===== src/rtl/decoder_stage_controller_pkg.sv =====
// decoder_stage_controller_pkg: stage encoding shared by the controller and the PE array
package decoder_stage_controller_pkg;
   localparam int STAGE_WIDTH = 3;
   localparam logic [STAGE_WIDTH-1:0] STAGE_IDLE                = 3'd0;
   localparam logic [STAGE_WIDTH-1:0] STAGE_MEASUREMENT_LOADING = 3'd1;
   localparam logic [STAGE_WIDTH-1:0] STAGE_GROW                = 3'd2;
   localparam logic [STAGE_WIDTH-1:0] STAGE_MERGE               = 3'd3;
   localparam logic [STAGE_WIDTH-1:0] STAGE_PEELING             = 3'd4;
   localparam logic [STAGE_WIDTH-1:0] STAGE_RESULT_VALID        = 3'd5;
   localparam int PHASE_CNT_WIDTH = 16;
   typedef enum logic [STAGE_WIDTH-1:0] {
      ST_IDLE                = STAGE_IDLE,
      ST_MEASUREMENT_LOADING = STAGE_MEASUREMENT_LOADING,
      ST_GROW                = STAGE_GROW,
      ST_MERGE               = STAGE_MERGE,
      ST_PEELING             = STAGE_PEELING,
      ST_RESULT_VALID        = STAGE_RESULT_VALID
   } stage_e;
endpackage


===== src/rtl/decoder_stage_controller_or_reduce_registered.sv =====
// or_reduce_registered: one-cycle registered OR-reduction of a PE status vector
module or_reduce_registered
   import decoder_stage_controller_pkg::*;
#(
   parameter int WIDTH = 64
) (
   input  logic             i_clk,
   input  logic             i_rst_n,
   input  logic [WIDTH-1:0] i_vec,
   output logic             o_any
);
   logic r_any;
   // register the reduction so PE status never reaches the sequencer combinationally
   always_ff @(posedge i_clk or negedge i_rst_n) begin
      if (!i_rst_n) r_any <= 1'b0;
      else          r_any <= |i_vec;
   end
   assign o_any = r_any;
endmodule


===== src/rtl/decoder_stage_controller.sv =====
// decoder_stage_controller: global stage sequencer for the union-find PE array
module decoder_stage_controller
   import decoder_stage_controller_pkg::*;
#(
   parameter int PE_COUNT       = 64,
   parameter int GROW_CYCLES    = 1,
   parameter int MERGE_SETTLE   = 3,
   parameter int MAX_ITERATIONS = 16,
   parameter int PEEL_CYCLES    = 8,
   parameter int ITER_WIDTH     = 5,
   parameter int CYCLE_WIDTH    = 16
) (
   input  logic                   i_clk,
   input  logic                   i_rst_n,
   input  logic                   i_start_valid,
   output logic                   o_start_ready,
   input  logic [PE_COUNT-1:0]    i_pe_busy,
   input  logic [PE_COUNT-1:0]    i_pe_odd,
   output logic [STAGE_WIDTH-1:0] o_global_stage,
   output logic                   o_result_valid,
   input  logic                   i_result_ready,
   output logic                   o_result_error,
   output logic [ITER_WIDTH-1:0]  o_iteration_count,
   output logic [CYCLE_WIDTH-1:0] o_cycle_count
);
   logic                       w_busy_any;
   logic                       w_odd_any;
   logic [ITER_WIDTH-1:0]      w_iter_next;
   stage_e                     r_state;
   logic [PHASE_CNT_WIDTH-1:0] r_cnt;
   logic [ITER_WIDTH-1:0]      r_iter;
   logic [CYCLE_WIDTH-1:0]     r_cycles;
   logic                       r_error;
   logic                       r_start_ready;
   logic                       r_result_valid;

   or_reduce_registered #(.WIDTH(PE_COUNT)) u_busy_or (
      .i_clk(i_clk), .i_rst_n(i_rst_n), .i_vec(i_pe_busy), .o_any(w_busy_any)
   );
   or_reduce_registered #(.WIDTH(PE_COUNT)) u_odd_or (
      .i_clk(i_clk), .i_rst_n(i_rst_n), .i_vec(i_pe_odd), .o_any(w_odd_any)
   );

   assign w_iter_next = r_iter + ITER_WIDTH'(1);

   // stage sequencing; r_cnt times the fixed-length phases and the merge settle window
   always_ff @(posedge i_clk or negedge i_rst_n) begin
      if (!i_rst_n) begin
         r_state        <= ST_IDLE;
         r_cnt          <= '0;
         r_iter         <= '0;
         r_cycles       <= '0;
         r_error        <= 1'b0;
         r_start_ready  <= 1'b1;
         r_result_valid <= 1'b0;
      end else begin
         if (r_state != ST_IDLE && r_state != ST_RESULT_VALID && r_cycles != '1)
            r_cycles <= r_cycles + CYCLE_WIDTH'(1);
         unique case (r_state)
            ST_IDLE: begin
               if (i_start_valid) begin
                  r_state       <= ST_MEASUREMENT_LOADING;
                  r_iter        <= '0;
                  r_cycles      <= '0;
                  r_error       <= 1'b0;
                  r_start_ready <= 1'b0;
               end
            end
            ST_MEASUREMENT_LOADING: begin
               r_state <= ST_GROW;
               r_cnt   <= '0;
            end
            ST_GROW: begin
               if (r_cnt == PHASE_CNT_WIDTH'(GROW_CYCLES - 1)) begin
                  r_state <= ST_MERGE;
                  r_cnt   <= '0;
               end else begin
                  r_cnt <= r_cnt + PHASE_CNT_WIDTH'(1);
               end
            end
            ST_MERGE: begin
               if (r_cnt < PHASE_CNT_WIDTH'(MERGE_SETTLE - 1)) begin
                  r_cnt <= r_cnt + PHASE_CNT_WIDTH'(1);
               end else if (!w_busy_any) begin
                  r_cnt <= '0;
                  if (!w_odd_any) begin
                     r_state <= ST_PEELING;
                  end else begin
                     r_iter <= w_iter_next;
                     if (w_iter_next == ITER_WIDTH'(MAX_ITERATIONS)) begin
                        r_error <= 1'b1;
                        r_state <= ST_PEELING;
                     end else begin
                        r_state <= ST_GROW;
                     end
                  end
               end
            end
            ST_PEELING: begin
               if (r_cnt == PHASE_CNT_WIDTH'(PEEL_CYCLES - 1)) begin
                  r_state        <= ST_RESULT_VALID;
                  r_result_valid <= 1'b1;
               end else begin
                  r_cnt <= r_cnt + PHASE_CNT_WIDTH'(1);
               end
            end
            ST_RESULT_VALID: begin
               if (i_result_ready) begin
                  r_state        <= ST_IDLE;
                  r_result_valid <= 1'b0;
                  r_start_ready  <= 1'b1;
               end
            end
            default: begin
               r_state        <= ST_IDLE;
               r_start_ready  <= 1'b1;
               r_result_valid <= 1'b0;
            end
         endcase
      end
   end

   assign o_global_stage    = r_state;
   assign o_start_ready     = r_start_ready;
   assign o_result_valid    = r_result_valid;
   assign o_result_error    = r_error;
   assign o_iteration_count = r_iter;
   assign o_cycle_count     = r_cycles;
endmodule

===== config.mk =====
export PLATFORM = sky130hd
export DESIGN_NAME = decoder_stage_controller
export DESIGN_NICKNAME = d
export VERILOG_FILES = /design/src/rtl/decoder_stage_controller_pkg.sv /design/src/rtl/decoder_stage_controller_or_reduce_registered.sv /design/src/rtl/decoder_stage_controller.sv
export SDC_FILE = /design/constraint.sdc
export NUM_CORES = 1
export LEC_CHECK = 0
export BUFFER_PORTS_ARGS = -buffer_cell sky130_fd_sc_hd__buf_2
export CAP_MARGIN = 30
export CORE_MARGIN = 2
export CORE_UTILIZATION = 35
export CTS_CLUSTER_DIAMETER = 60
export DETAILED_ROUTE_END_ITERATION = 8
export PLACE_DENSITY_LB_ADDON = 0.12
export SLEW_MARGIN = 20
export SYNTH_ARGS = -nofsm -noshare
export SYNTH_HDL_FRONTEND = slang
export SYNTH_HIERARCHICAL = 1
export SYNTH_SLANG_ARGS = --single-unit

===== constraint.sdc =====
create_clock -name i_clk -period 2.6 [get_ports i_clk]
set_clock_uncertainty 0.05 [all_clocks]
set_input_delay 0.13 -clock i_clk [delete_from_list [all_inputs] [get_ports i_clk]]
set_output_delay 0.13 -clock i_clk [all_outputs]
set_load 0.05 [all_outputs]

Yosys cells after proc, flatten, opt, wreduce, memory -nomap -nowiden
Index checks and enable logic that the tools add are counted.
- bits in registers: 45
- output and inout port bits: 27
- word-level logic and storage cells: 84
- add/subtract/negate cells: 3
- magnitude comparators: 1
- equality and inequality tests: 19
- muxes and demuxes: 33
- bitwise operators: 2
- reductions and logical operators: 17
- operators with widths (operator ; number):
    $reduce_or A64 Y1 ; 2
    $mux W16 ; 7
    $pmux W16 S4 ; 1
    $add A16 B1 Y16 const B ; 2
    $mux W3 ; 8
    $mux W5 ; 4
    $pmux W3 S6 ; 1
    $eq A16 B3 Y1 const B ; 1
    $logic_not A16 Y1 ; 1
    $lt A16 B2 Y1 const B ; 1
    $ne A16 B16 Y1 const B ; 1
    $ne A2 B2 Y1 const B ; 8
    $reduce_and A6 Y1 ; 2
    $pmux W5 S2 ; 1
    $reduce_and A3 Y1 ; 3
    $mux W1 ; 8
    $reduce_or A4 Y1 ; 2
    $eq A3 B2 Y1 const B ; 2
    $eq A3 B3 Y1 const B ; 2
    $ne A3 B3 Y1 const B ; 2
    $pmux W1 S3 ; 2
    $add A5 B1 Y5 const B ; 1
    $eq A5 B5 Y1 const B ; 1
    $reduce_and A5 Y1 ; 1
    other kinds (9) ; 11

Depth between registers and ports, before layout
Gate-level depths: netlist (run 1).
- depth after elaboration: 7
- mapped depth: 8

Modules after synthesis
Netlist (run 1), hierarchy kept.
- modules (own cells, without submodules) (module ; times used ; cells an instance ; area an instance (µm²) ; sequential area each (µm²)):
    decoder_stage_controller ; 1 ; 299 ; 2627.5 ; 1077.3
    or_reduce_registered ; 2 ; 22 ; 163.9 ; 25.0

Least setup slack after synthesis (run 1)
Ideal clock, no wire load.
- kind: register -> register
- start point: register r_state[0], in the netlist o_global_stage[0]
- end point: register r_state[0], in the netlist o_global_stage[0]
- data arrival time: 2.024 ns
- data required time: 2.422 ns
- setup slack: 0.398 ns
- stages on the path, launching flop included: 6
- buffers on the path: 0
- period minus slack after synthesis: 2.202 ns
- path through: dfrtp_1 > nand2_1 > or4_4 > o221ai_2 > nor3_2 > mux2_1
- longest elaborated chain between the ends: 3
- elaborated cells on any way between the ends: 14
- ends and longest elaborated chain (item ; line ; source):
    from (decl) ; decoder_stage_controller.sv:29 ; stage_e r_state;
    from (signal assigned) ; decoder_stage_controller.sv:49 ; r_state <= ST_IDLE;
    from (signal assigned) ; decoder_stage_controller.sv:62 ; r_state <= ST_MEASUREMENT_LOADING;
    from (signal assigned) ; decoder_stage_controller.sv:70 ; r_state <= ST_GROW;
    $eq A3 B2 Y1 (tied with other cells) ; decoder_stage_controller.sv:59 ; unique case (r_state)
    $ne A2 B2 Y1 (no line) ; n/a ;
    $reduce_and A6 Y1 (no line) ; n/a ;
Parallel ways exist; a longest one is shown, timed or not.
A chain may end at the register's enable or synchronous reset.

Worst setup path in the final report (run 1)
- start point: register r_state[2], in the netlist o_global_stage[2]
- end point: register r_state[0], in the netlist o_global_stage[0]
The elaborated chain is that of the path after synthesis.

==> impl_metrics.ini, run 1 <==
[cts]
cts.sinks = 45
cts_tree = built
numCtsBuffers = 5
postCtsResizedCells = 0
clock-root-buffer = clkbuf_8
clk_pin_slew_ps = 80
clk_latency_ps = 290
clk_path_buf_depth = 2
ctsHtreeMaxLevel = 2

[floorplanning]
start_util = 0.360
core_um2 = 8220
die_x_um = 95.9
die-height_um = 95.9
pin_count = 159
fp-row-count = 33
dieArea_um2 = 9190

[critical_path]
cp_top_family = simple AND/OR/NAND/NOR gates
crit_chain = buf_4, or4_4, o221ai_2, nor3_2, mux2_1
cp_max_fo = 11
ff2ff_path_depth = 5
rrSetupSlack_ps = 550
worstPathRequired_ps = 2730
cpPeakStageDelay_ps = 520
crit_path_top_delay_cell = or4_4
startpoint_type = register
r2r_end = o_global_stage[0]
criticalPathCategory = register to register
endpoint_kind = register
crit_buf_inv = 1
r2r_start = o_global_stage[2]
crit_arrival_ps = 2170

[drt]
wl_met1_um = 4190
routed.top_layer = met4
wl_per_cell_um = 15.0
ant_nets = 0
post-route-drc-count = 0
postRouteWirelength_um = 9210
drt_iter0_drc = 147
wl_met3_um = 528
via_count = 3297
viasPerCell = 5.35
first_pass_iters = 4
routed-wl-met2_um = 4430

[yosys]
synth_edf_count = 0
synth-async-reset-ratio = 1.00
syn_avg_cell_area_um2 = 8.62
yosys-top-cells-count = 44 x dfrtp_1, 36 x nor4_1, 33 x nand2_1
synthTopCellsByArea = dfrtp_1 37%, nor4_1 7.6%, nand2_1 4.2%, nor2_1 3.7%, a21oi_1 3.2%
yosysTopAreaCell = dfrtp_1
ys_types = 57
synthCells = 343
synth_seq_cells = 45
synth-main-ff-cell = dfrtp_1
syn_nets = 479
syn_area_um2 = 2960
yosysSeqAreaShare = 0.381
synth_most_common_cell = dfrtp_1
synth_top_area_frac = 0.373
yosysWarnings = 6

[placement]
gp_congestion = 0.840
dpl-instance-area_um2 = 3930
port_buffers = 158
place_hpwl_um = 7550
placed_cells = 607

[timing]
slew_viol_final = 0
max_freq_mhz = 489
fin_crit_sh = 0.787
finalSetupViolCount = 0
finalCriticalPeriod_ps = 2050
fin_hold_ws_ps = 67.5
tightest_slew_ps = 598
rsz0062_at_grt = false
finalHoldViolCount = 0
timing.setup.tns_ps = 0
maxSlewHeadroom = 0.598

[power_and_ir_drop]
power_leakage_nw = 1.85
vdd_drop_max_mv = 0.355
p_per_area_nw_per_um2 = 969

[finish]
nets = 646
area_growth_pct = 35.9
drive_gt1_frac = 0.366
final_cells = 616
finalInstanceArea_um2 = 4020
fill_cells = 809
multi_input_area_um2 = 1740
antenna_cells = 0
post-route-util = 0.489
seq_area_um2 = 1130

[min_path]
hold_path_end = u_busy_or/o_any
min_path_type = input port to register
hold_depth = 4
hold_start = i_pe_busy[1]

[status]
status = finished, final reports clean

[grt]
antenna_found_initial = 0
grt_pass1_vias = 2979
grt_use_total = 0.197
grt_max_degree = 28
grt_pass1_wl_um = 14200
grt.overflow.total = 0

[job]
max_cap_violations = 0
-- tightest hold or removal path, delay by kind of cell --
family | cells | cell delay (ps)
AND/OR/NAND/NOR | 3 | 170
buffers and inverters | 1 | 70
-- layout make-up --
cell class / count / share of cell area
Multi-Input combinational cell: 277 / 0.432
Clock buffer: 8 / 0.0199
Inverter: 10 / 0.00935
Timing Repair Buffer: 171 / 0.225
Sequential cell: 45 / 0.281
Tap cell: 105 / 0.0327
-- routing by layer --
metal,up-vias,global-route usage
li1,1648,-
met1,1516,0.281
met2,127,0.316
met3,6,0.0274
met4,0,0.0429
met5,-,0
-- power breakdown --
group	internal (mW)	total, mW	switching [mW]
Sequential	0.933	1.24	0.302
Clock	0.191	0.412	0.221
Combinational	0.742	2.25	1.50
-- sequential cells by signal, indices dropped and copies added, names as in the netlist --
| register | flops |
|---|---|
| o_cycle_count | 16 |
| r_cnt | 16 |
| o_iteration_count | 5 |
| o_global_stage | 3 |
| o_result_error | 1 |
| o_result_valid | 1 |
| o_start_ready | 1 |
| u_busy_or/o_any | 1 |
| u_odd_or/o_any | 1 |
-- what timing repair did --
action	4_1_cts	5_1_grt
hold buffers	1	0
hold endpoints to repair	18	0
setup buffers	0	0
-- kinds of logic (layout without fill, tap and decap cells) --
| family | after synthesis | count (layout) | share of synthesized area |
|---|---|---|---|
| XOR/XNOR | 19 | 19 | 0.0588 |
| AO/OA/AOI/OAI | 77 | 77 | 0.179 |
| flip-flops | 45 | 45 | 0.381 |
| buffers and inverters | 21 | 189 | 0.0313 |
| multiplexers | 5 | 5 | 0.0174 |
| AND/OR/NAND/NOR | 172 | 172 | 0.315 |
| adder cells (fa/ha/maj) | 4 | 4 | 0.0169 |
-- cells in the final DEF (no fill, tap or decap), types with 2 or more instances in the layout --
cell         n
buf_2      158
dfrtp_1     44
nor4_1      36
nand2_1     33
nor2_1      29
a21oi_1     19
nand4_1     13
nand3_1     13
nor3_1      12
o21ai_1     11
buf_4       11
inv_1       10
xnor2_1     10
o21ai_0      8
or3_1        8
xor2_1       8
and2_1       5
o2111ai_1    5
o211ai_1     5
clkbuf_8     5
mux2i_1      4
nor2b_1      4
ha_1         4
and4_1       3
and3_1       3
a211oi_1     3
o2bb2ai_1    3
a31oi_1      3
o22ai_1      3
or4_1        3
clkbuf_1     3
nor3_2       2
nand2b_1     2
a22oi_1      2
nor4_2       2
-- worst max path at each step --
stage,from,end,slack (ps),cells past startpoint
floorplan,o_global_stage[0],o_global_stage[0],400,5
global placement,o_global_stage[2],o_global_stage[0],620,5
detailed placement,o_global_stage[2],o_global_stage[0],560,5
CTS,o_global_stage[2],o_global_stage[0],550,5
global route,o_global_stage[2],r_cnt[2],360,5
finish,o_global_stage[2],o_global_stage[0],550,5
-- per-stage QoR --
stage / worst slack, ps / total power, mW
final: 553 / 3.89
after global routing: 363 / 4.21
after CTS: 553 / 3.94
after detailed placement: 561 / 3.51
after global placement: 616 / 3.47
after floorplan: 398 / 2.83
Power figures use the tool's default switching activity.
==> run 2: changes to the inputs <==
==> constraint.sdc (replaced) <==
create_clock -name i_clk -period 2.1 [get_ports i_clk]
set_clock_uncertainty 0.05 [all_clocks]
set_input_delay 0.105 -clock i_clk [delete_from_list [all_inputs] [get_ports i_clk]]
set_output_delay 0.105 -clock i_clk [all_outputs]
set_load 0.05 [all_outputs]
==> impl_metrics.ini, run 2 (synthesis gave the netlist of run 1 again) <==
[critical_path]
crit_start = o_global_stage[2]
worstPathRequired_ps = 2270
crit_chain = a21o_1, a211oi_4, o21ai_4, or4_1, a21oi_1
r2r_start = o_global_stage[2]
endpoint_kind = register
startpoint_type = register
cp_max_fo = 15
cpPeakStageDelay_ps = 520
criticalPathCategory = register to register
crit_path_top_delay_cell = or4_1
crit_arrival_ps = 2150

[min_path]
min_path_type = input port to register
hold_start = i_pe_busy[1]

[floorplanning]
fp-row-count = 33
pin_count = 159
die_x_um = 95.9
core_um2 = 8220
dieArea_um2 = 9190
start_util = 0.360
die-height_um = 95.9

[drt]
viasPerCell = 5.37
wl_per_cell_um = 15.1
post-route-drc-count = 0
postRouteWirelength_um = 9440
via_count = 3350
ant_nets = 0
drt_iter0_drc = 165
first_pass_iters = 4

[cts]
numCtsBuffers = 5
clk_path_buf_depth = 2
clk_latency_ps = 300
clock-root-buffer = clkbuf_8
clk_pin_slew_ps = 90
ctsHtreeMaxLevel = 2
cts.sinks = 45
cts_tree = built

[timing]
finalSetupViolCount = 0
slew_viol_final = 0
fin_crit_sh = 0.939
finalCriticalPeriod_ps = 1970
timing.setup.tns_ps = 0
maxSlewHeadroom = 0.652
tightest_slew_ps = 521
finalHoldViolCount = 0
layout_setup_ws_ps = 128
rsz0062_at_grt = false
max_freq_mhz = 507
fin_hold_ws_ps = 32.7

[finish]
antenna_cells = 0
final_cells = 624
finalInstanceArea_um2 = 4110
area_growth_pct = 39.2
layout_commonest_cell = buf_2
post-route-util = 0.501
nets = 654
drive_gt1_frac = 0.391
final_cell_mix = 158 x buf_2, 39 x dfrtp_1, 36 x nor4_1

[grt]
grt_pass1_vias = 3037
antenna_found_initial = 0
grt.overflow.total = 0
grt_max_degree = 23
grt_pass1_wl_um = 14400
grt_use_total = 0.201

[placement]
place_hpwl_um = 7700
placed_cells = 615
dpl-instance-area_um2 = 3980
gp_congestion = 0.843
port_buffers = 158
dp_slack_ps = 64.3

[power_and_ir_drop]
p_per_area_nw_per_um2 = 1230
power.total_mw = 5.07
vdd_drop_max_mv = 0.492
power_leakage_nw = 1.90

[status]
status = finished, final reports clean

[job]
max_cap_violations = 0
-- run 2: changes by cell type in the layout (fill, tap and decap cells not counted) --
| cell | change |
|---|---|
| buf_4 | +9 |
| dfrtp_1 | -5 |
| dfrtp_2 | +5 |
| clkbuf_1 | -2 |
| and4_1 | -1 |
| and4_2 | +1 |
| buf_12 | -1 |
| bufinv_16 | +1 |
| clkbuf_8 | +1 |
| o21ai_2 | -1 |
| o21ai_4 | +1 |
-- run 2: final timing paths --
check,endpoint,slack [ps],depth (start not counted)
min,u_busy_or/o_any,30,4
min in group asynchronous,o_cycle_count[3],270,2
max reg2reg,r_cnt[14],130,5
min reg2reg,o_cycle_count[15],490,1
max,r_cnt[14],130,5
max in group asynchronous,o_start_ready,1090,3
-- run 2: what timing repair did --
item                                    in CTS  in global routing
gates resized for setup                      0                  2
endpoints found under the setup margin       0                  9
buffers inserted                             0                  0
hold buffers                                 1                  0
hold endpoints to repair                    20                  0
-- run 2: critical path: cells and delay by family, from the launching register on --
family             cells  cell delay (ps)
AOI/OAI and AO/OA      4              860
and+or+nand+nor        1              520
DFF                    1              470
-- run 2: layout make-up --
class | instances | area [um2]
clock buffers | 7 | 86.3
well taps | 105 | 131
multi-input cells | 277 | 1740
repair buffers | 179 | 951
flip-flops and latches | 45 | 1130
inverters | 10 | 37.5
clock inverters | 1 | 30.0
fillers | 810 | 4100
-- run 2: per-layer routing --
| metal | global-route usage | wire length (um) | part of all wire | up-vias |
|---|---|---|---|---|
| met5 | 0 | 0 | 0 | - |
| met4 | 0.0560 | 108 | 0.011 | 0 |
| met3 | 0.0211 | 471 | 0.050 | 10 |
| met2 | 0.321 | 4610 | 0.49 | 109 |
| met1 | 0.288 | 4250 | 0.45 | 1572 |
| li1 | - | - | - | 1659 |
-- run 2: where the power goes --
part	switching (mW)	internal (mW)
Clock	0.295	0.388
Sequential	0.381	1.16
Combinational	1.90	0.941
